`src/rtl/uartdbg_pkg.sv`:
```
// uartdbg_pkg: shared types, tag width and round-robin pick helper for the debug stream arbiter
package uartdbg_pkg;
  typedef enum logic {IDLE, BUSY} arb_state_e;
  localparam int TAG_W = 4;
  // Nearest asserted request after ptr, wrapping modulo n; returns ptr when nothing is requested
  function automatic logic [3:0] rr_pick(input logic [15:0] req, input logic [3:0] ptr, input int n);
    logic [3:0] r;
    int idx;
    r = ptr;
    for (int k = 16; k >= 1; k--) begin
      idx = (int'(ptr) + k) % n;
      if (k <= n && req[idx[3:0]]) r = idx[3:0];
    end
    return r;
  endfunction
endpackage

```
`src/rtl/uartdbg_skid.sv`:
```
// uartdbg_skid: 2-entry register FIFO with registered full/empty flags
module uartdbg_skid #(
  parameter int W = 69
) (
  input  logic         aclk,
  input  logic         aresetn,
  input  logic         i_push,
  input  logic [W-1:0] i_data,
  output logic         o_full,
  input  logic         i_pop,
  output logic         o_valid,
  output logic [W-1:0] o_data
);
  logic [W-1:0] r_m0, r_m1;
  logic [1:0]   r_cnt;
  logic         r_full, r_empty;
  logic         w_push, w_pop;
  logic [1:0]   w_cnt;
  assign w_push  = i_push & ~r_full;
  assign w_pop   = i_pop & ~r_empty;
  assign w_cnt   = r_cnt + {1'b0, w_push} - {1'b0, w_pop};
  assign o_full  = r_full;
  assign o_valid = ~r_empty;
  assign o_data  = r_m0;
  // Head in r_m0, second entry in r_m1; pop from full shifts, push lands in the first free slot
  always_ff @(posedge aclk or negedge aresetn) begin
    if (!aresetn) begin
      r_m0    <= '0;
      r_m1    <= '0;
      r_cnt   <= '0;
      r_full  <= 1'b0;
      r_empty <= 1'b1;
    end else begin
      if (w_pop && r_cnt == 2'd2) r_m0 <= r_m1;
      else if (w_push && (r_cnt == 2'd0 || (r_cnt == 2'd1 && w_pop))) r_m0 <= i_data;
      if (w_push && r_cnt == 2'd1 && !w_pop) r_m1 <= i_data;
      r_cnt   <= w_cnt;
      r_full  <= w_cnt == 2'd2;
      r_empty <= w_cnt == 2'd0;
    end
  end
endmodule

```
`src/rtl/uartdbg_stream_arbiter.sv`:
```
// uartdbg_stream_arbiter: packet-granular round-robin share of one hex-dump printer; UARTDBG_SRCID_EN tags words with the source index
module uartdbg_stream_arbiter
  import uartdbg_pkg::*;
#(
  parameter int NREQ       = 4,
  parameter int DATA_WIDTH = 64
) (
  input  logic                       aclk,
  input  logic                       aresetn,
  input  logic [NREQ-1:0]            s_tvalid,
  output logic [NREQ-1:0]            s_tready,
  input  logic [NREQ*DATA_WIDTH-1:0] s_tdata,
  input  logic [NREQ-1:0]            s_tlast,
  output logic                       m_tvalid,
  input  logic                       m_tready,
  output logic [DATA_WIDTH+3:0]      m_tdata,
  output logic                       m_tlast,
  output logic                       busy,
  output logic [3:0]                 grant_id
);
  localparam int SW = DATA_WIDTH + TAG_W + 1;
  arb_state_e            r_state;
  logic [3:0]            r_grant, r_ptr;
  logic                  r_busy;
  logic                  w_full, w_valid, w_last, w_acc;
  logic [DATA_WIDTH-1:0] w_data;
  logic [15:0]           w_req;
  logic [TAG_W-1:0]      w_tag;
  logic [SW-1:0]         w_q;
`ifdef UARTDBG_SRCID_EN
  assign w_tag = r_grant;
`else
  assign w_tag = '0;
`endif
  assign w_acc    = (r_state == BUSY) & w_valid & ~w_full;
  assign busy     = r_busy;
  assign grant_id = r_grant;
  assign m_tdata  = w_q[DATA_WIDTH+3:0];
  assign m_tlast  = w_q[SW-1];
  // Route the grantee's stream to the skid and open only its ready while room remains
  always_comb begin
    w_valid  = 1'b0;
    w_last   = 1'b0;
    w_data   = '0;
    s_tready = '0;
    w_req    = '0;
    w_req[NREQ-1:0] = s_tvalid;
    for (int i = 0; i < NREQ; i++) begin
      if (r_grant == 4'(i)) begin
        w_valid     = s_tvalid[i];
        w_last      = s_tlast[i];
        w_data      = s_tdata[i*DATA_WIDTH +: DATA_WIDTH];
        s_tready[i] = (r_state == BUSY) & ~w_full;
      end
    end
  end
  // Arbitrate in IDLE, hold the grant until the grantee's tlast beat is taken
  always_ff @(posedge aclk or negedge aresetn) begin
    if (!aresetn) begin
      r_state <= IDLE;
      r_grant <= '0;
      r_ptr   <= 4'(NREQ - 1);
      r_busy  <= 1'b0;
    end else if (r_state == IDLE) begin
      if (|s_tvalid) begin
        r_grant <= rr_pick(w_req, r_ptr, NREQ);
        r_state <= BUSY;
        r_busy  <= 1'b1;
      end
    end else if (w_acc && w_last) begin
      r_ptr   <= r_grant;
      r_state <= IDLE;
      r_busy  <= 1'b0;
    end
  end
  uartdbg_skid #(.W(SW)) u_skid (
    .aclk    (aclk),
    .aresetn (aresetn),
    .i_push  (w_acc),
    .i_data  ({w_last, w_tag, w_data}),
    .o_full  (w_full),
    .i_pop   (m_tready),
    .o_valid (m_tvalid),
    .o_data  (w_q)
  );
endmodule
```
`config.mk`:
```
export PLATFORM = sky130hd
export DESIGN_NAME = uartdbg_stream_arbiter
export DESIGN_NICKNAME = d
export VERILOG_FILES = /design/src/rtl/uartdbg_pkg.sv /design/src/rtl/uartdbg_skid.sv /design/src/rtl/uartdbg_stream_arbiter.sv
export SDC_FILE = /design/constraint.sdc
export NUM_CORES = 1
export LEC_CHECK = 0
export ABC_AREA = 1
export BUFFER_PORTS_ARGS = -buffer_cell sky130_fd_sc_hd__buf_2
export CAP_MARGIN = 25
export CELL_PAD_IN_SITES_DETAIL_PLACEMENT = 0
export CELL_PAD_IN_SITES_GLOBAL_PLACEMENT = 1
export CORE_MARGIN = 10
export CORE_UTILIZATION = 34
export CTS_CLUSTER_SIZE = 14
export DETAILED_ROUTE_END_ITERATION = 8
export PLACE_DENSITY_LB_ADDON = 0.1
export SYNTH_ARGS = -nofsm -noshare
export SYNTH_HDL_FRONTEND = slang
export SYNTH_SLANG_ARGS = --single-unit
```
`constraint.sdc`:
```
create_clock -name aclk -period 2.3 [get_ports aclk]
set_input_delay 0.345 -clock aclk [delete_from_list [all_inputs] [get_ports aclk]]
set_output_delay 0.345 -clock aclk [all_outputs]
set_load 0.01 [all_outputs]
```
Yosys cells after proc, flatten, opt, wreduce, memory -nomap -nowiden
Cells that the tools add are included.
{"block": "word_totals", "reg_bits": 148, "in_bits": 267, "word_cells": 95}
{"block": "classes", "addsub": 6, "n_lt_le_gt_ge": 4, "eq_ne": 7, "mux": 36, "bitwise_logic": 12, "reduce_logical": 21}
{"cell": "$mux W64", "count": 4}
{"cell": "$mux W69", "count": 2}
{"cell": "$mux W1", "count": 22}
{"cell": "$lt A4 B5 Y1 const B", "count": 4}
{"cell": "$mux W4", "count": 4}
{"cell": "$bmux W1 S3", "count": 4}
{"cell": "$eq A4 B2 Y1 const B", "count": 2}
{"cell": "$reduce_or A2 Y1", "count": 4}
{"cell": "$logic_and A1 B1 Y1", "count": 6}
{"cell": "$reduce_and A2 Y1", "count": 3}
{"cell": "$and A1 B1 Y1", "count": 5}
{"cell": "$add A2 B1 Y2 const B", "count": 2}
{"cell": "$add A2 B2 Y2 const B", "count": 2}
{"cell": "$and A1 B1 Y1 const A", "count": 4}
{"cell": "$eq A2 B2 Y1 const B", "count": 2}
{"cell": "$eq A4 B1 Y1 const B", "count": 1}
{"cell": "$logic_not A2 Y1", "count": 2}
{"cell": "$logic_not A4 Y1", "count": 1}
{"cell": "$reduce_bool A2 Y1", "count": 2}
{"cell": "$reduce_or A4 Y1", "count": 1}
{"cell": "$not A1 Y1", "count": 3}
{"cell": "$add A2 B1 Y2", "count": 1}
{"cell": "$eq A2 B1 Y1 const B", "count": 1}
{"cell": "$ne A2 B1 Y1 const B", "count": 1}
{"cell": "other kinds (3)", "count": 3}

Depth between registers and ports, before layout
{"block": "logic_depth", "word_depth": 11, "mapped_depth": 12}

By module
Synthesis repeated with hierarchy kept, for this count alone.
{"block": "hier_totals", "cells_unflattened": 1322, "area_unflattened_um2": 8931.1}
{"module": "uartdbg_skid", "instances": 1, "cells_per_inst": 860, "area_each_um2": 6580.1, "seq_area_each_um2": 3554.7}
{"module": "uartdbg_stream_arbiter", "instances": 1, "cells_per_inst": 462, "area_each_um2": 2351.0, "seq_area_each_um2": 202.7}

Worst setup path after synthesis
OpenSTA, ideal clock, no wires.
{"block": "synth_path", "path_kind": "register -> register", "startpoint": "register r_grant[0] (netlist: grant_id[0])", "endpoint": "register u_skid.r_full (netlist: u_skid.o_full)", "setup_ns": 0.071, "arrival_time_ns": 1.965, "t_required_ns": 2.229, "setup_slack_ns": 0.263, "stages_incl_launch_ff": 12, "path_buffers": 2, "synth_period_minus_slack_ns": 2.037, "cell_sequence": "dfrtp_1 > nor2_1 > nand3_1 > nand3_1 > nor2b_1 > buf_2 > buf_4 > ha_1 > xor2_1 > xor2_1 > inv_1 > nor2_1"}
{"block": "synth_between", "elab_chain_cells": 11, "elab_cells_between_ends": 14, "classes_between": "add/sub (2); eq/ne (4); mux (4); bitwise (3); reduce/logical (1)"}
{"element": "from (decl)", "line_no": "uartdbg_stream_arbiter.sv:23", "source": "logic [3:0] r_grant, r_ptr;"}
{"element": "from (signal assigned)", "line_no": "uartdbg_stream_arbiter.sv:66", "source": "r_grant <= rr_pick(w_req, r_ptr, NREQ);"}
{"element": "$logic_not A4 Y1", "line_no": "uartdbg_stream_arbiter.sv:49", "source": "if (r_grant == 4'(i)) begin"}
{"element": "$mux W1 (3 in series)", "line_no": "uartdbg_stream_arbiter.sv:49"}
{"element": "$mux W1 *", "line_no": "uartdbg_stream_arbiter.sv:49"}
{"element": "$and A1 B1 Y1 * (2 in series)", "line_no": "uartdbg_stream_arbiter.sv:35", "source": "assign w_acc = (r_state == BUSY) & w_valid & ~w_full;"}
{"element": "$and A1 B1 Y1 *", "line_no": "uartdbg_skid.sv:19", "source": "assign w_push = i_push & ~r_full;"}
{"element": "$add A2 B1 Y2 *", "line_no": "uartdbg_skid.sv:21", "source": "assign w_cnt = r_cnt + {1'b0, w_push} - {1'b0, w_pop};"}
{"element": "$sub A2 B1 Y2 *", "line_no": "uartdbg_skid.sv:21"}
{"element": "via u_skid.w_cnt[1]", "line_no": "uartdbg_skid.sv:18", "source": "logic [1:0] w_cnt;"}
{"element": "$eq A2 B2 Y1 *", "line_no": "uartdbg_skid.sv:38", "source": "r_full <= w_cnt == 2'd2;"}
{"element": "to (signal assigned)", "line_no": "uartdbg_skid.sv:31", "source": "r_full <= 1'b0;"}
{"element": "to (signal assigned)", "line_no": "uartdbg_skid.sv:38"}
{"element": "to (decl)", "line_no": "uartdbg_skid.sv:16", "source": "logic r_full, r_empty;"}
Mark *: on every way through the listed nets, which the timed path passes. The rest lies on a longest branch.
A chain may end at the register's enable or synchronous reset.

Final worst setup path
{"block": "layout_path", "startpoint": "register r_grant[0] (netlist: grant_id[0])", "endpoint": "output port s_tready[1]"}
{"block": "layout_between", "elab_chain_cells": 2}
{"element": "$eq A4 B1 Y1", "line_no": "uartdbg_stream_arbiter.sv:49"}
{"element": "$mux W1", "line_no": "uartdbg_stream_arbiter.sv:49"}
{"element": "to (decl)", "line_no": "uartdbg_stream_arbiter.sv:11", "source": "output logic [NREQ-1:0] s_tready,"}
Every way passes these cells.

==> out/results.txt <==
CORE AREA -> 25,300 sq um
Clk_skew -> 13.2 ps
CTS tree -> built
Cell count after synthesis -> 1,287
Sequential cell area fraction in the yosys report -> 40.5%
Power Dens Cells -> 1360 nW/um^2
Rows -> 58
Minimum clock period -> 2130 ps
Clock sinks -> 142
Synth warnings -> 0
Total power draw -> 15.5 mW
Crit Path Category -> reg -> out
Final slew viol count -> 0
Synth area leaders -> dfrtp_1, nand2_1, nand3_1
Final worst setup slack -> 172 ps
Clock share of power -> 18.4%
Largest net degree at the start of global routing -> 144
Least-Margin Pin Slew -> 605 ps
Yosys reg bits -> 142
Ratio of final minimum period to clock period -> 92.5%
Yosys cell types -> 21
Vias -> 10.0k
DIE AREA -> 32,700 sq um
Synth area leader -> dfrtp_1
TritonCTS buffer count -> 17
CTS Buffer Depth -> 2
DP Worst Slack -> 284 ps
Cells along the critical path -> inv_1, nor2_4, buf_4, nand2_1, nor2_1, buf_2
Die Span X -> 181 um
Endpoint type of the worst setup path -> output pin
Number of I/O port buffers -> 341
Switching part of the total -> 48.1%
Final Hold Viols -> 0
Netlist Area Pre-Place -> 8790 sq um
Net Sw Power -> 7.46 mW
Most frequent cells in the layout -> nand2_1, nand3_1, buf_2
Peak VDD IR -> 663 uV
Clock slew at the register clock pins of the worst setup and hold paths -> 70 ps
Max incr delay on CP -> 470 ps
Highest Clock Rate -> 470 MHz
Status -> finished, final reports clean
Internal cell power -> 8.05 mW
Routability cong. -> 0.785
Vias per Instance -> 5.25
Routed WL -> 35,800 um
RSZ-0062 raised after global routing -> false
First-pass GRT wire length -> 56,200 um
# Max-Cap Violations -> 0
Worst endpoint required time -> 1960 ps
Post-synth top area share -> 39.6%
Logic pwr share -> 54.5%
H-tree Lvls -> 4
CP Launch Type -> register
Non-Filler Instances -> 1,907
CP arrival -> 1780 ps
Number of global-route vias before repair -> 9,854
Total grt overflow -> 0
HP Class -> in -> reg
Initial Util -> 34.7%
Clk root buf -> clkbuf_16
Avg Cell Area, Syn -> 6.83 sq um
CP max stage cell -> dfrtp_2
Post-DRT Antenna Nets -> 0
Tightest hold margin -> 343 ps
Layout net count -> 1,829
Leak Pwr -> 6.26 nW
Seq pwr share -> 27.1%
Overall Global Routing Usage -> 21.0%
Initial drt markers -> 700
Final Setup Violations -> 0
Routed len/inst -> 18.8 um
HPWL after DPL -> 24,900 um
Die H -> 181 um
Most common cell after layout, fill and taps aside -> nand2_1
Setup Total Neg Slack -> 0 ps
Skew-Pair Late Insertion Delay -> 420 ps
Placed insts -> 1,870
Top-level I/O count -> 346
First-pass iteration count of the detailed router -> 5
DRC viols -> 0
Antenna violations before repair -> 6
Critical path fanouts, max -> 29
Area delta synth->final -> 30.2%
Worst slew margin -> 59.7%
Fraction of layout cells with a size suffix above 1 -> 27.0%
[critical path: cells and delay by family, from the launching register on]
| family | cells | cell delay, ps |
|---|---|---|
| and+or+nand+nor | 3 | 280 |
| buffers and inverters | 3 | 590 |
| DFF | 1 | 470 |
[sequential cells by signal, summed over array words and instances (netlist names)]
name and count:
u_skid.o_data 65, u_skid.r_m1 65, grant_id 4, r_ptr 2, u_skid.r_cnt 2, busy 1
r_state 1, u_skid.o_full 1, u_skid.r_empty 1
[final cells by class]
class,instances,area (sq um)
Timing Repair Buffer,377,2160
Tap cell,330,413
Inverter,23,86.3
Sequential cell,142,3560
Clock buffer,19,443
Multi-Input combinational cell,999,4620
Fill cell,2733,13900
Clock inverter,13,156
Antenna cell,4,10.0
[cells by family (layout without fill, tap and decap cells)]
family                     count (synthesis)  after routing  synth area share, %
AOI/OAI and AO/OA                          4              4                0.228
adders and majority gates                  2              2                0.285
other                                      1              8               0.0427
xor gates and xnor gates                   2              2                0.199
DFF                                      142            142                 40.5
buffers and inverters                    149            432                 7.83
and+or+nand+nor                          987            987                 50.9
[power by group through the flow]
stage	clock [mW]	combinational (mW)	sequential (mW)
6_report	2.85	8.45	4.20
3_3_place_gp	0	8.52	4.23
5_1_grt	3.01	9.55	4.34
4_1_cts	2.90	8.61	4.21
3_5_place_dp	0	8.58	4.24
2_1_floorplan	0	5.33	4.33
[Yosys cell counts]
| cell type | count |
|---|---|
| conb_1 | 1 |
| inv_2 | 1 |
| ha_1 | 2 |
| nor2b_1 | 1 |
| nand3_2 | 1 |
| clkbuf_1 | 48 |
| nand4_1 | 132 |
| buf_1 | 3 |
| buf_2 | 61 |
| nor2_1 | 13 |
| nor3_1 | 2 |
| inv_1 | 22 |
| nand2_1 | 495 |
| dfrtp_1 | 139 |
| a21oi_1 | 2 |
| o21ai_0 | 2 |
| nand3_1 | 341 |
| buf_4 | 14 |
| nor2_2 | 2 |
| xor2_1 | 2 |
| dfstp_2 | 3 |
[timing repair]
item                                   CTS  global route
hold buffers                             1             0
setup endpoints to repair                0             1
endpoints found under the hold margin   39             0
resized for setup                        0             1
buffers inserted                         0             0
[per-layer routing]
metal / global-route usage, % / routed length (um) / vias to the layer above
li1: - / - / 4916
met1: 26.6 / 15500 / 4743
met2: 34.2 / 17000 / 323
met3: 6.39 / 2800 / 30
met4: 4.63 / 472 / 4
met5: 0 / 22 / -
[worst paths after layout]
path	from	cells past startpoint	to	slack [ps]
min in group asynchronous	aresetn	2	u_skid.o_data[54]$_DFFE_PN0P_	430
hold / removal	s_tdata[65]	5	u_skid.r_m1[1]$_DFFE_PN0P_	340
max in group asynchronous	aresetn	3	u_skid.r_m1[45]$_DFFE_PN0P_	1180
hold reg to reg	r_state$_DFF_PN0_	2	r_state$_DFF_PN0_	480
setup reg to reg	grant_id[3]$_DFFE_PN0P_	9	u_skid.o_full$_DFF_PN0_	310
setup / recovery	grant_id[0]$_DFFE_PN0P_	6	s_tready[1]	170
[stage by stage]
stage | area, sq um | utilization (%)
finish | 11400 | 45.2
floorplan | 8800 | -
CTS | 11400 | 45.1
detailed placement | 10800 | 42.7
global placement | 10800 | 42.7
global route | 11400 | 45.2
No activity file was read; power rests on OpenSTA's default activity.
